**src/rtl/load_store_unit_pkg.sv**
```systemverilog
// Shared encodings for the load/store unit: access sizes, FSM states, and
// the byte-lane masks and misalignment rule.
package load_store_unit_pkg;

  typedef enum logic [1:0] {
    SZ_B = 2'd0,
    SZ_H = 2'd1,
    SZ_W = 2'd2,
    SZ_X = 2'd3
  } size_e;

  typedef enum logic [1:0] {
    IDLE      = 2'd0,
    LOAD_WAIT = 2'd1,
    RESP      = 2'd2
  } state_e;

  localparam logic [3:0] MASK_B = 4'b0001;
  localparam logic [3:0] MASK_H = 4'b0011;
  localparam logic [3:0] MASK_W = 4'b1111;

  // Size 3 is treated as a misaligned access so it never touches memory.
  function automatic logic misaligned(input logic [1:0] size, input logic [1:0] off);
    case (size)
      SZ_B:    misaligned = 1'b0;
      SZ_H:    misaligned = off[0];
      SZ_W:    misaligned = (off != 2'b00);
      default: misaligned = 1'b1;
    endcase
  endfunction

endpackage

```
**src/rtl/load_store_unit_if.sv**
```systemverilog
// Request/response handshake bundle between a core and the load/store unit.
interface load_store_unit_if;
  logic        req_valid;
  logic        req_ready;
  logic        req_store;
  logic [1:0]  req_size;
  logic        req_unsigned;
  logic [31:0] req_addr;
  logic [31:0] req_wdata;
  logic        resp_valid;
  logic        resp_ready;
  logic [31:0] resp_rdata;
  logic        resp_misaligned;

  modport master (
    output req_valid, req_store, req_size, req_unsigned, req_addr, req_wdata, resp_ready,
    input  req_ready, resp_valid, resp_rdata, resp_misaligned
  );

  modport slave (
    input  req_valid, req_store, req_size, req_unsigned, req_addr, req_wdata, resp_ready,
    output req_ready, resp_valid, resp_rdata, resp_misaligned
  );
endinterface

```
**src/rtl/load_store_unit_load_align.sv**
```systemverilog
// Picks the addressed byte/half out of a memory word and sign/zero-extends it.
module load_align
  import load_store_unit_pkg::*;
(
  input  logic [31:0] rdata,
  input  logic [1:0]  off,
  input  logic [1:0]  size,
  input  logic        uns,
  output logic [31:0] result
);
  logic [31:0] sh;

  assign sh = rdata >> {off, 3'b000};

  always_comb begin
    result = rdata;
    case (size)
      SZ_B: result = uns ? {24'd0, sh[7:0]}  : {{24{sh[7]}}, sh[7:0]};
      SZ_H: result = uns ? {16'd0, sh[15:0]} : {{16{sh[15]}}, sh[15:0]};
      default: result = rdata;
    endcase
  end
endmodule

```
**src/rtl/load_store_unit.sv**
```systemverilog
// Single-outstanding load/store unit: aligned accesses go to data memory in the
// accept cycle; loads respond two cycles later, stores and faults one cycle later.
module load_store_unit
  import load_store_unit_pkg::*;
#(
  parameter int MEM_WORDS = 32768
) (
  input  logic               clk,
  input  logic               reset,
  load_store_unit_if.slave   bus,
  output logic [31:0]        addrD,
  output logic               renD,
  input  logic [31:0]        rdataD,
  output logic               wenD,
  output logic [31:0]        wdataD,
  output logic [3:0]         MaskD,
  output logic [31:0]        cnt_load,
  output logic [31:0]        cnt_store,
  output logic [31:0]        cnt_misaligned
);
  state_e      state;
  logic [1:0]  ld_off;
  logic [1:0]  ld_size;
  logic        ld_uns;
  logic [31:0] ld_result;
  logic        accept;
  logic        mis;
  logic [1:0]  off;
  logic [3:0]  lane_mask;

  assign off = bus.req_addr[1:0];
  assign mis = misaligned(bus.req_size, off);

  assign bus.req_ready = !reset &&
                         ((state == IDLE) || ((state == RESP) && bus.resp_ready));
  assign accept = bus.req_valid && bus.req_ready;

  assign addrD = {bus.req_addr[31:2], 2'b00};
  assign renD  = accept && !bus.req_store && !mis;
  assign wenD  = accept &&  bus.req_store && !mis;

  always_comb begin
    lane_mask = MASK_W;
    wdataD    = bus.req_wdata;
    case (bus.req_size)
      SZ_B: begin
        lane_mask = MASK_B << off;
        wdataD    = {4{bus.req_wdata[7:0]}};
      end
      SZ_H: begin
        lane_mask = MASK_H << {off[1], 1'b0};
        wdataD    = {2{bus.req_wdata[15:0]}};
      end
      default: ;
    endcase
  end

  assign MaskD = wenD ? lane_mask : 4'b0000;

  load_align u_align (
    .rdata  (rdataD),
    .off    (ld_off),
    .size   (ld_size),
    .uns    (ld_uns),
    .result (ld_result)
  );

  always_ff @(posedge clk) begin
    if (reset) begin
      state               <= IDLE;
      bus.resp_valid      <= 1'b0;
      bus.resp_rdata      <= 32'd0;
      bus.resp_misaligned <= 1'b0;
      ld_off              <= 2'd0;
      ld_size             <= 2'd0;
      ld_uns              <= 1'b0;
      cnt_load            <= 32'd0;
      cnt_store           <= 32'd0;
      cnt_misaligned      <= 32'd0;
    end else begin
      case (state)
        LOAD_WAIT: begin
          state               <= RESP;
          bus.resp_valid      <= 1'b1;
          bus.resp_rdata      <= ld_result;
          bus.resp_misaligned <= 1'b0;
        end
        default: begin
          // IDLE, or RESP being drained this cycle; a stalled RESP holds everything.
          if (state == IDLE || bus.resp_ready) begin
            if (accept) begin
              if (mis) begin
                state               <= RESP;
                bus.resp_valid      <= 1'b1;
                bus.resp_rdata      <= 32'd0;
                bus.resp_misaligned <= 1'b1;
                cnt_misaligned      <= cnt_misaligned + 32'd1;
              end else if (bus.req_store) begin
                state               <= RESP;
                bus.resp_valid      <= 1'b1;
                bus.resp_rdata      <= 32'd0;
                bus.resp_misaligned <= 1'b0;
                cnt_store           <= cnt_store + 32'd1;
              end else begin
                state               <= LOAD_WAIT;
                bus.resp_valid      <= 1'b0;
                bus.resp_misaligned <= 1'b0;
                ld_off              <= off;
                ld_size             <= bus.req_size;
                ld_uns              <= bus.req_unsigned;
                cnt_load            <= cnt_load + 32'd1;
              end
            end else begin
              state               <= IDLE;
              bus.resp_valid      <= 1'b0;
              bus.resp_misaligned <= 1'b0;
            end
          end
        end
      endcase
    end
  end
endmodule

```
**src/flat_wrapper.sv**
```systemverilog
// flat-port wrapper written by rule: the top's interface ports become plain ports
module load_store_unit_flat import load_store_unit_pkg::*;
#(
  parameter int MEM_WORDS = 32768
)
  (clk, reset, addrD, renD, rdataD, wenD, wdataD, MaskD, cnt_load, cnt_store, cnt_misaligned, bus_req_valid, bus_req_store, bus_req_size, bus_req_unsigned, bus_req_addr, bus_req_wdata, bus_resp_ready, bus_req_ready, bus_resp_valid, bus_resp_rdata, bus_resp_misaligned);
  load_store_unit_if bus_i ();
  input  logic clk;
  input  logic reset;
  output logic [31:0] addrD;
  output logic renD;
  input  logic [31:0] rdataD;
  output logic wenD;
  output logic [31:0] wdataD;
  output logic [3:0] MaskD;
  output logic [31:0] cnt_load;
  output logic [31:0] cnt_store;
  output logic [31:0] cnt_misaligned;
  input wire logic [$bits(bus_i.req_valid)-1:0] bus_req_valid;
  input wire logic [$bits(bus_i.req_store)-1:0] bus_req_store;
  input wire logic [$bits(bus_i.req_size)-1:0] bus_req_size;
  input wire logic [$bits(bus_i.req_unsigned)-1:0] bus_req_unsigned;
  input wire logic [$bits(bus_i.req_addr)-1:0] bus_req_addr;
  input wire logic [$bits(bus_i.req_wdata)-1:0] bus_req_wdata;
  input wire logic [$bits(bus_i.resp_ready)-1:0] bus_resp_ready;
  output wire logic [$bits(bus_i.req_ready)-1:0] bus_req_ready;
  output wire logic [$bits(bus_i.resp_valid)-1:0] bus_resp_valid;
  output wire logic [$bits(bus_i.resp_rdata)-1:0] bus_resp_rdata;
  output wire logic [$bits(bus_i.resp_misaligned)-1:0] bus_resp_misaligned;
  assign bus_i.req_valid = bus_req_valid;
  assign bus_i.req_store = bus_req_store;
  assign bus_i.req_size = bus_req_size;
  assign bus_i.req_unsigned = bus_req_unsigned;
  assign bus_i.req_addr = bus_req_addr;
  assign bus_i.req_wdata = bus_req_wdata;
  assign bus_i.resp_ready = bus_resp_ready;
  assign bus_req_ready = bus_i.req_ready;
  assign bus_resp_valid = bus_i.resp_valid;
  assign bus_resp_rdata = bus_i.resp_rdata;
  assign bus_resp_misaligned = bus_i.resp_misaligned;
  load_store_unit #(.MEM_WORDS(MEM_WORDS)) u_core (.clk(clk), .reset(reset), .bus(bus_i), .addrD(addrD), .renD(renD), .rdataD(rdataD), .wenD(wenD), .wdataD(wdataD), .MaskD(MaskD), .cnt_load(cnt_load), .cnt_store(cnt_store), .cnt_misaligned(cnt_misaligned));
endmodule
```
**config.mk**
```make
export PLATFORM = sky130hd
export DESIGN_NAME = load_store_unit_flat
export DESIGN_NICKNAME = d
export VERILOG_FILES = /design/src/rtl/load_store_unit_pkg.sv /design/src/rtl/load_store_unit_if.sv /design/src/rtl/load_store_unit_load_align.sv /design/src/rtl/load_store_unit.sv /design/src/flat_wrapper.sv
export SDC_FILE = /design/constraint.sdc
export NUM_CORES = 1
export LEC_CHECK = 0
export ABC_AREA = 1
export CAP_MARGIN = 0
export CORE_ASPECT_RATIO = 0.9
export CORE_UTILIZATION = 46
export CTS_CLUSTER_DIAMETER = 30
export DETAILED_ROUTE_END_ITERATION = 10
export GPL_TIMING_DRIVEN = 0
export PLACE_DENSITY_LB_ADDON = 0.2
export RECOVER_POWER = 25
export SLEW_MARGIN = 10
export SYNTH_ARGS = -nofsm -noshare
export SYNTH_HDL_FRONTEND = slang
export SYNTH_HIERARCHICAL = 1
export SYNTH_SLANG_ARGS = --single-unit
```
**constraint.sdc**
```tcl
create_clock -name clk -period 3.45 [get_ports clk]
set_input_delay 0.8625 -clock clk [delete_from_list [all_inputs] [get_ports clk]]
set_output_delay 0.8625 -clock clk [all_outputs]
set_load 0.01 [all_outputs]
```
==> flow_metrics.py, run 1 <==
metrics = {
    "critical_path": {
        "cp_top_family": "buffers and inverters",
        "crit_arrival_ps": 2490,
        "cp_num_buf_inv": 5,
        "critPathLaunchType": "input pin",
        "critPathMaxStageDelay_ps": 540,
        "timing.critical_path.cells": "clkdlybuf4s50_1, inv_2, nand2_2, inv_2, clkbuf_4, nand2_1, nand2_1, clkdlybuf4s50_1",
        "critPathKind": "input pin to primary output",
        "critical_path_peak_fanout": 10,
        "worstPathRequired_ps": 2590,
        "critical_path_endpoint_category": "primary output",
        "worstReg2RegEnd": "u_core/cnt_load[30]",
        "worst_reg2reg_path_depth": 8,
        "critical_path.reg2reg.startpoint": "u_core/cnt_load[1]",
        "worst-r2r-setup-slack_ps": 1380,
        "cpMaxStageDelayCell": "clkdlybuf4s50_1",
    },
    "pwr": {
        "power.total_w": 0.004018,
        "switching_share": 0.2407,
        "comb_power_share": 0.137,
        "intPower_w": 0.003051,
        "worst_ir_drop_vdd_v": 0.0003623,
        "net_switching_power_w": 0.0009671,
        "power.share.sequential": 0.399,
        "relative_contribution_of_the_clock_network_to_total_power": 0.464,
        "power.static_leakage_nw": 4.788,
        "cellPowerDensity_nw_per_um2": 338.7,
    },
    "route": {
        "route.antenna.remaining_nets": 0,
        "remaining_drc_errors": 0,
        "via_count": 9786,
        "wl_per_cell_um": 15.22,
        "wl_mm": 28.26,
        "vias_per_cell": 5.270,
        "drt-initial-drc-count": 870,
        "first_pass_iters": 5,
    },
    "logic_synthesis": {
        "synthesis.yosys.warnings": 6,
        "synth_edf_count": 0,
        "synth.cell_area_um2": 8189,
        "synth-seq-cells": 137,
        "postSynthAreaPerCell_um2": 6.223,
        "seq_area_frac_synth": 0.3349,
        "synthCells": 1316,
        "post_synth_num_cell_types": 40,
        "synth_top_flop_cell": "dfxtp_1",
        "ys_async_sr_fraction": 0,
    },
    "timing": {
        "period_needed_ps": 3354,
        "total_count_of_hold_check_failures_in_the_final_report": 0,
        "worst_pin_slew_ps": 835.7,
        "timing.max_slew.rel_slack": 0.4370,
        "timing.clock.skew_ps": 8.558,
        "final-setup-viol-count": 0,
        "fmaxAchievable_mhz": 298.2,
        "slew_violations": 0,
        "finalSetupTns_ps": 0,
        "setup_slack_ps": 96.24,
        "layout_worst_path_cycle_share": 0.9721,
    },
    "worst_hold_path": {
        "hold_path_end": "u_core/bus.resp_misaligned",
        "worstHoldPathType": "flip-flop to flip-flop",
        "hold_path_startpoint": "u_core/bus.resp_misaligned",
        "worst_hold_path.num_cells": 2,
    },
    "grt": {
        "grt-ovfl-total": 0,
        "vias_in_the_first_global_route": 8760,
        "gr-usage-all-layers": 0.3043,
        "first_pass_grt_wire_length_mm": 43.97,
        "antenna_violations_before_repair": 0,
        "pin_count_of_the_biggest_net_entering_global_routing": 17,
    },
    "place": {
        "preCtsSetupSlack_ps": -644.9,
        "routabilityCongestion": 0.9490,
        "post-place-cells": 1824,
        "io_buffers": 272,
        "place.detailed.hpwl_mm": 21.36,
    },
    "layout": {
        "syn2layout_area_growth_pct": 44.86,
        "final_layout_size_suffix_gt1_frac": 0.07583,
        "num_antenna_cells": 0,
        "final_common_cell": "nand2_1",
        "layout_common_cells": "nand2_1, clkdlybuf4s50_1, nor2_1",
        "nNetsFinal": 1717,
        "post_layout_nonfiller_instances": 1857,
        "layout.filler_cells": 1513,
        "final_util": 0.6931,
    },
    "clocking": {
        "worst_skew_late_latency_ps": 420,
        "cts_tree": "yes",
        "tritoncts_num_sinks": 137,
        "tritoncts.num_buffers": 17,
        "h-tree-depth": 4,
        "cts_root_buf": "clkbuf_16",
        "path_clk_slew_ps": 50,
        "clk_path_buf_depth": 2,
    },
    "die": {
        "design.core.area_um2": 17120,
        "floorplan.initialDensity": 0.4784,
        "die_height_um": 128.6,
        "floorplan.rows": 45,
        "boundaryPins": 305,
        "full_die_area_um2": 18340,
        "die_w_um": 142.6,
    },
    "run": {
        "cap_violations": 0,
    },
    "status": {
        "status": "complete, no violations",
    },
}
## how the worst max path moves through the flow
stage,from,end,slack [ps],cells after the start
2_1_floorplan,bus_req_size[1],MaskD[0],860,8
3_3_place_gp,bus_req_size[1],MaskD[2],-660,10
3_5_place_dp,bus_req_size[1],MaskD[2],-640,10
4_1_cts,bus_req_size[0],wdataD[28],0.4,8
5_1_grt,bus_resp_ready,MaskD[1],-10,9
6_report,bus_req_size[0],wdataD[15],100,8
## cell usage after synthesis, types with 2 or more instances
cell type / count / area [um2]
a21oi_1: 75 / 375.4
a31oi_1: 9 / 56.30
and2_1: 2 / 12.51
and3_1: 3 / 18.77
buf_1: 2 / 7.510
buf_2: 16 / 80.08
buf_4: 42 / 315.3
buf_6: 7 / 78.83
clkbuf_1: 23 / 86.33
dfxtp_1: 137 / 2743
ha_1: 3 / 37.54
inv_1: 129 / 484.2
inv_2: 6 / 22.52
nand2_1: 354 / 1329
nand2_2: 6 / 37.54
nand3_1: 129 / 645.6
nand3_4: 2 / 35.03
nand3b_1: 3 / 22.52
nand4_1: 34 / 212.7
nor2_1: 183 / 686.9
nor2_2: 6 / 37.54
nor2_4: 2 / 22.52
nor3_1: 20 / 100.1
nor3b_1: 4 / 30.03
o211ai_1: 7 / 52.55
o21ai_0: 74 / 370.4
o21ai_1: 8 / 40.04
o21bai_1: 5 / 37.54
xnor2_1: 3 / 26.28
xor2_1: 12 / 105.1
## through the flow
| stage | area [um2] | hold slack (ps) |
|---|---|---|
| after floorplan | 8193 | 476.7 |
| after global placement | 11210 | 465.7 |
| after detailed placement | 11210 | 473.0 |
| after CTS | 11850 | 479.1 |
| after global routing | 11860 | 494.9 |
| final | 11860 | 474.2 |
## per-layer routing
layer	vias to the layer above	share of wire	track usage
li1	4782	-	-
met1	4461	0.43	0.4064
met2	488	0.45	0.4764
met3	55	0.097	0.07146
met4	0	0.022	0.1157
met5	-	0	0
## what timing repair did
action / in CTS / in global routing
hold buffers: 0 / 0
resized for setup: 24 / 17
setup endpoints to repair: 25 / 14
pin swaps: 1 / 0
setup buffers: 2 / 0
## cell type report
| class | instances | area (um2) | area share |
|---|---|---|---|
| Multi-Input combinational cell | 951 | 4370 | 0.3684 |
| Timing Repair Buffer | 274 | 2749 | 0.2317 |
| Sequential cell | 137 | 2743 | 0.2312 |
| Buffer | 91 | 578.1 | 0.04873 |
| Inverter | 138 | 530.5 | 0.04472 |
| Clock buffer | 24 | 481.7 | 0.04061 |
| Tap cell | 235 | 294.0 | 0.02479 |
| Clock inverter | 7 | 116.4 | 0.009809 |
## worst min-delay path, cell delays in order, from the launching register on
cell and delay (ps):
dfxtp_1 310, nand2_1 60, a21oi_1 50
## power groups by stage
| stage | clock network, W | registers (W) | logic [W] |
|---|---|---|---|
| global placement | 0 | 0.00164 | 0.000542 |
| finish | 0.00186 | 0.00160 | 0.000551 |
| global route | 0.00197 | 0.00160 | 0.000592 |
| detailed placement | 0 | 0.00164 | 0.000544 |
| CTS | 0.00189 | 0.00160 | 0.000550 |
| floorplan | 0 | 0.00164 | 0.000257 |
## logic make-up after synthesis
family / synth area share
flip-flops: 0.3349
XOR/XNOR: 0.01604
adder cells (fa/ha/maj): 0.004584
buffers and inverters: 0.1341
AND/OR/NAND/NOR: 0.3940
AO/OA/AOI/OAI: 0.1158
other: 0.0004579
## state kept, by name, indices dropped and copies added, names as in the netlist
| signal | count |
|---|---|
| u_core/bus.resp_misaligned | 1 |
| u_core/cnt_misaligned | 32 |
| u_core/bus.resp_rdata | 32 |
| u_core/ld_size | 2 |
| u_core/cnt_store | 32 |
| u_core/cnt_load | 32 |
| u_core/ld_uns | 1 |
| u_core/state | 2 |
| u_core/ld_off | 2 |
| u_core/bus.resp_valid | 1 |
(Power assumes the default switching activity.)
==> run 2, diff against run 1 <==
--- a/config.mk
+++ b/config.mk
@@ -13,7 +13,7 @@
 export DETAILED_ROUTE_END_ITERATION = 10
 export GPL_TIMING_DRIVEN = 0
 export PLACE_DENSITY_LB_ADDON = 0.2
-export RECOVER_POWER = 25
+export RECOVER_POWER = 50
 export SLEW_MARGIN = 10
 export SYNTH_ARGS = -nofsm -noshare
 export SYNTH_HDL_FRONTEND = slang
==> flow_metrics.py, run 2 (same netlist as run 1, synthesis figures left out) <==
metrics = {
    "status": {
        "status": "complete, no violations",
    },
    "pwr": {
        "switching_share": 0.2409,
        "comb_power_share": 0.137,
        "power.share.sequential": 0.399,
        "net_switching_power_w": 0.0009675,
        "power.static_leakage_nw": 4.967,
        "power.total_w": 0.004016,
        "cellPowerDensity_nw_per_um2": 338.6,
        "intPower_w": 0.003048,
        "relative_contribution_of_the_clock_network_to_total_power": 0.464,
        "worst_ir_drop_vdd_v": 0.0003595,
    },
    "route": {
        "drt-initial-drc-count": 854,
        "wl_per_cell_um": 15.21,
        "first_pass_iters": 5,
        "route.antenna.remaining_nets": 0,
        "vias_per_cell": 5.262,
        "wl_mm": 28.24,
        "via_count": 9772,
        "remaining_drc_errors": 0,
    },
    "die": {
        "die_height_um": 128.6,
        "boundaryPins": 305,
        "die_w_um": 142.6,
        "floorplan.initialDensity": 0.4784,
        "floorplan.rows": 45,
        "full_die_area_um2": 18340,
        "design.core.area_um2": 17120,
    },
    "layout": {
        "final_common_cell": "nand2_1",
        "num_antenna_cells": 0,
        "final_layout_size_suffix_gt1_frac": 0.07398,
        "syn2layout_area_growth_pct": 44.81,
        "post_layout_nonfiller_instances": 1857,
        "postLayoutCellArea_um2": 11860,
        "layout_common_cells": "nand2_1, nor2_1, clkdlybuf4s50_1",
        "nNetsFinal": 1717,
        "layout.filler_cells": 1515,
    },
    "worst_hold_path": {
        "worst_hold_path.num_cells": 2,
        "hold_path_startpoint": "u_core/bus.resp_misaligned",
        "hold_path_end": "u_core/bus.resp_misaligned",
        "worstHoldPathType": "flip-flop to flip-flop",
    },
    "critical_path": {
        "critPathKind": "input pin to primary output",
        "worstPathRequired_ps": 2590,
        "worst_reg2reg_path_depth": 8,
        "critical_path_endpoint_category": "primary output",
        "critical_path_peak_fanout": 10,
        "worst-r2r-setup-slack_ps": 1350,
        "worstReg2RegEnd": "u_core/cnt_load[26]",
        "crit_arrival_ps": 2520,
        "critical_path.reg2reg.startpoint": "u_core/state[0]",
        "critPathLaunchType": "input pin",
    },
    "clocking": {
        "worst_skew_late_latency_ps": 420,
        "tritoncts_num_sinks": 137,
        "path_clk_slew_ps": 50,
        "cts_hold_repair.buffers": 0,
        "tritoncts.num_buffers": 17,
        "h-tree-depth": 4,
        "cts_root_buf": "clkbuf_16",
        "clk_path_buf_depth": 2,
        "cts_tree": "yes",
    },
    "grt": {
        "vias_in_the_first_global_route": 8760,
        "antenna_violations_before_repair": 0,
        "pin_count_of_the_biggest_net_entering_global_routing": 17,
        "first_pass_grt_wire_length_mm": 43.97,
        "gr-usage-all-layers": 0.3043,
        "grt-ovfl-total": 0,
    },
    "timing": {
        "slew_violations": 0,
        "total_count_of_hold_check_failures_in_the_final_report": 0,
        "fmaxAchievable_mhz": 296.1,
        "timing.clock.skew_ps": 11.88,
        "worst_pin_slew_ps": 847.5,
        "setup_slack_ps": 72.28,
        "period_needed_ps": 3378,
        "finalSetupTns_ps": 0,
        "layout_worst_path_cycle_share": 0.9790,
        "final-setup-viol-count": 0,
        "timing.max_slew.rel_slack": 0.4290,
    },
    "place": {
        "post-place-cells": 1824,
        "place.detailed.hpwl_mm": 21.36,
        "io_buffers": 272,
        "placedInstanceArea_um2": 11210,
        "routabilityCongestion": 0.9490,
        "preCtsSetupSlack_ps": -644.9,
    },
    "run": {
        "cap_violations": 0,
    },
}
-- run 2: cell count changes in the layout (fill, tap and decap cells not counted), sizes merged --
| cell | before | now |
|---|---|---|
| clkdlybuf4s50 | 206 | 148 |
| dlygate4sd3 | 47 | 105 |
| buf | 63 | 60 |
| clkbuf | 54 | 57 |
-- run 2: final cells by class --
class | instances | area, um2 | area share
Tap cell | 235 | 294.0 | 0.02479
Sequential cell | 137 | 2743 | 0.2313
Multi-Input combinational cell | 951 | 4370 | 0.3685
Timing Repair Buffer | 274 | 2749 | 0.2318
Clock inverter | 7 | 116.4 | 0.009812
Buffer | 91 | 574.3 | 0.04843
Clock buffer | 24 | 481.7 | 0.04062
Inverter | 138 | 530.5 | 0.04474
-- run 2: per-layer routing --
| layer | GRT usage | part of all wire |
|---|---|---|
| met1 | 0.4064 | 0.43 |
| met4 | 0.1157 | 0.021 |
| met2 | 0.4764 | 0.45 |
| met3 | 0.07146 | 0.096 |
| met5 | 0 | 0 |
-- run 2: worst max-delay path, stage by stage --
cell and delay [ps]:
clkdlybuf4s50_1 450, inv_2 110, nand2_2 80, inv_2 120, clkbuf_4 210, nand2_1 80, nand2_1 60, clkdlybuf4s50_1 540
-- run 2: through the flow --
stage               utilization  hold slack (ps)
global route             0.6928            495.8
floorplan                     -            476.7
detailed placement       0.6549            473.0
CTS                      0.6921            479.1
finish                   0.6928            474.2
global placement         0.6549            465.7
-- run 2: timing repair --
action,4_1_cts,5_1_grt
endpoints found under the setup margin,25,14
pin swaps,1,0
gates cloned,0,0
gates resized for setup,24,17
setup buffers,2,0
-- run 2: power by group through the flow --
stage	clock network [W]	logic (W)	registers [W]
6_report	0.00186	0.000549	0.00160
5_1_grt	0.00197	0.000590	0.00160
4_1_cts	0.00189	0.000550	0.00160
3_5_place_dp	0	0.000544	0.00164
3_3_place_gp	0	0.000542	0.00164
2_1_floorplan	0	0.000257	0.00164
-- run 2: how the worst max path moves through the flow --
stage / cells after the start / end / startpoint
after CTS: 8 / wdataD[28] / bus_req_size[0]
after global placement: 10 / MaskD[2] / bus_req_size[1]
after global routing: 9 / MaskD[1] / bus_resp_ready
after detailed placement: 10 / MaskD[2] / bus_req_size[1]
after floorplan: 8 / MaskD[0] / bus_req_size[1]
final: 8 / wdataD[15] / bus_req_size[0]
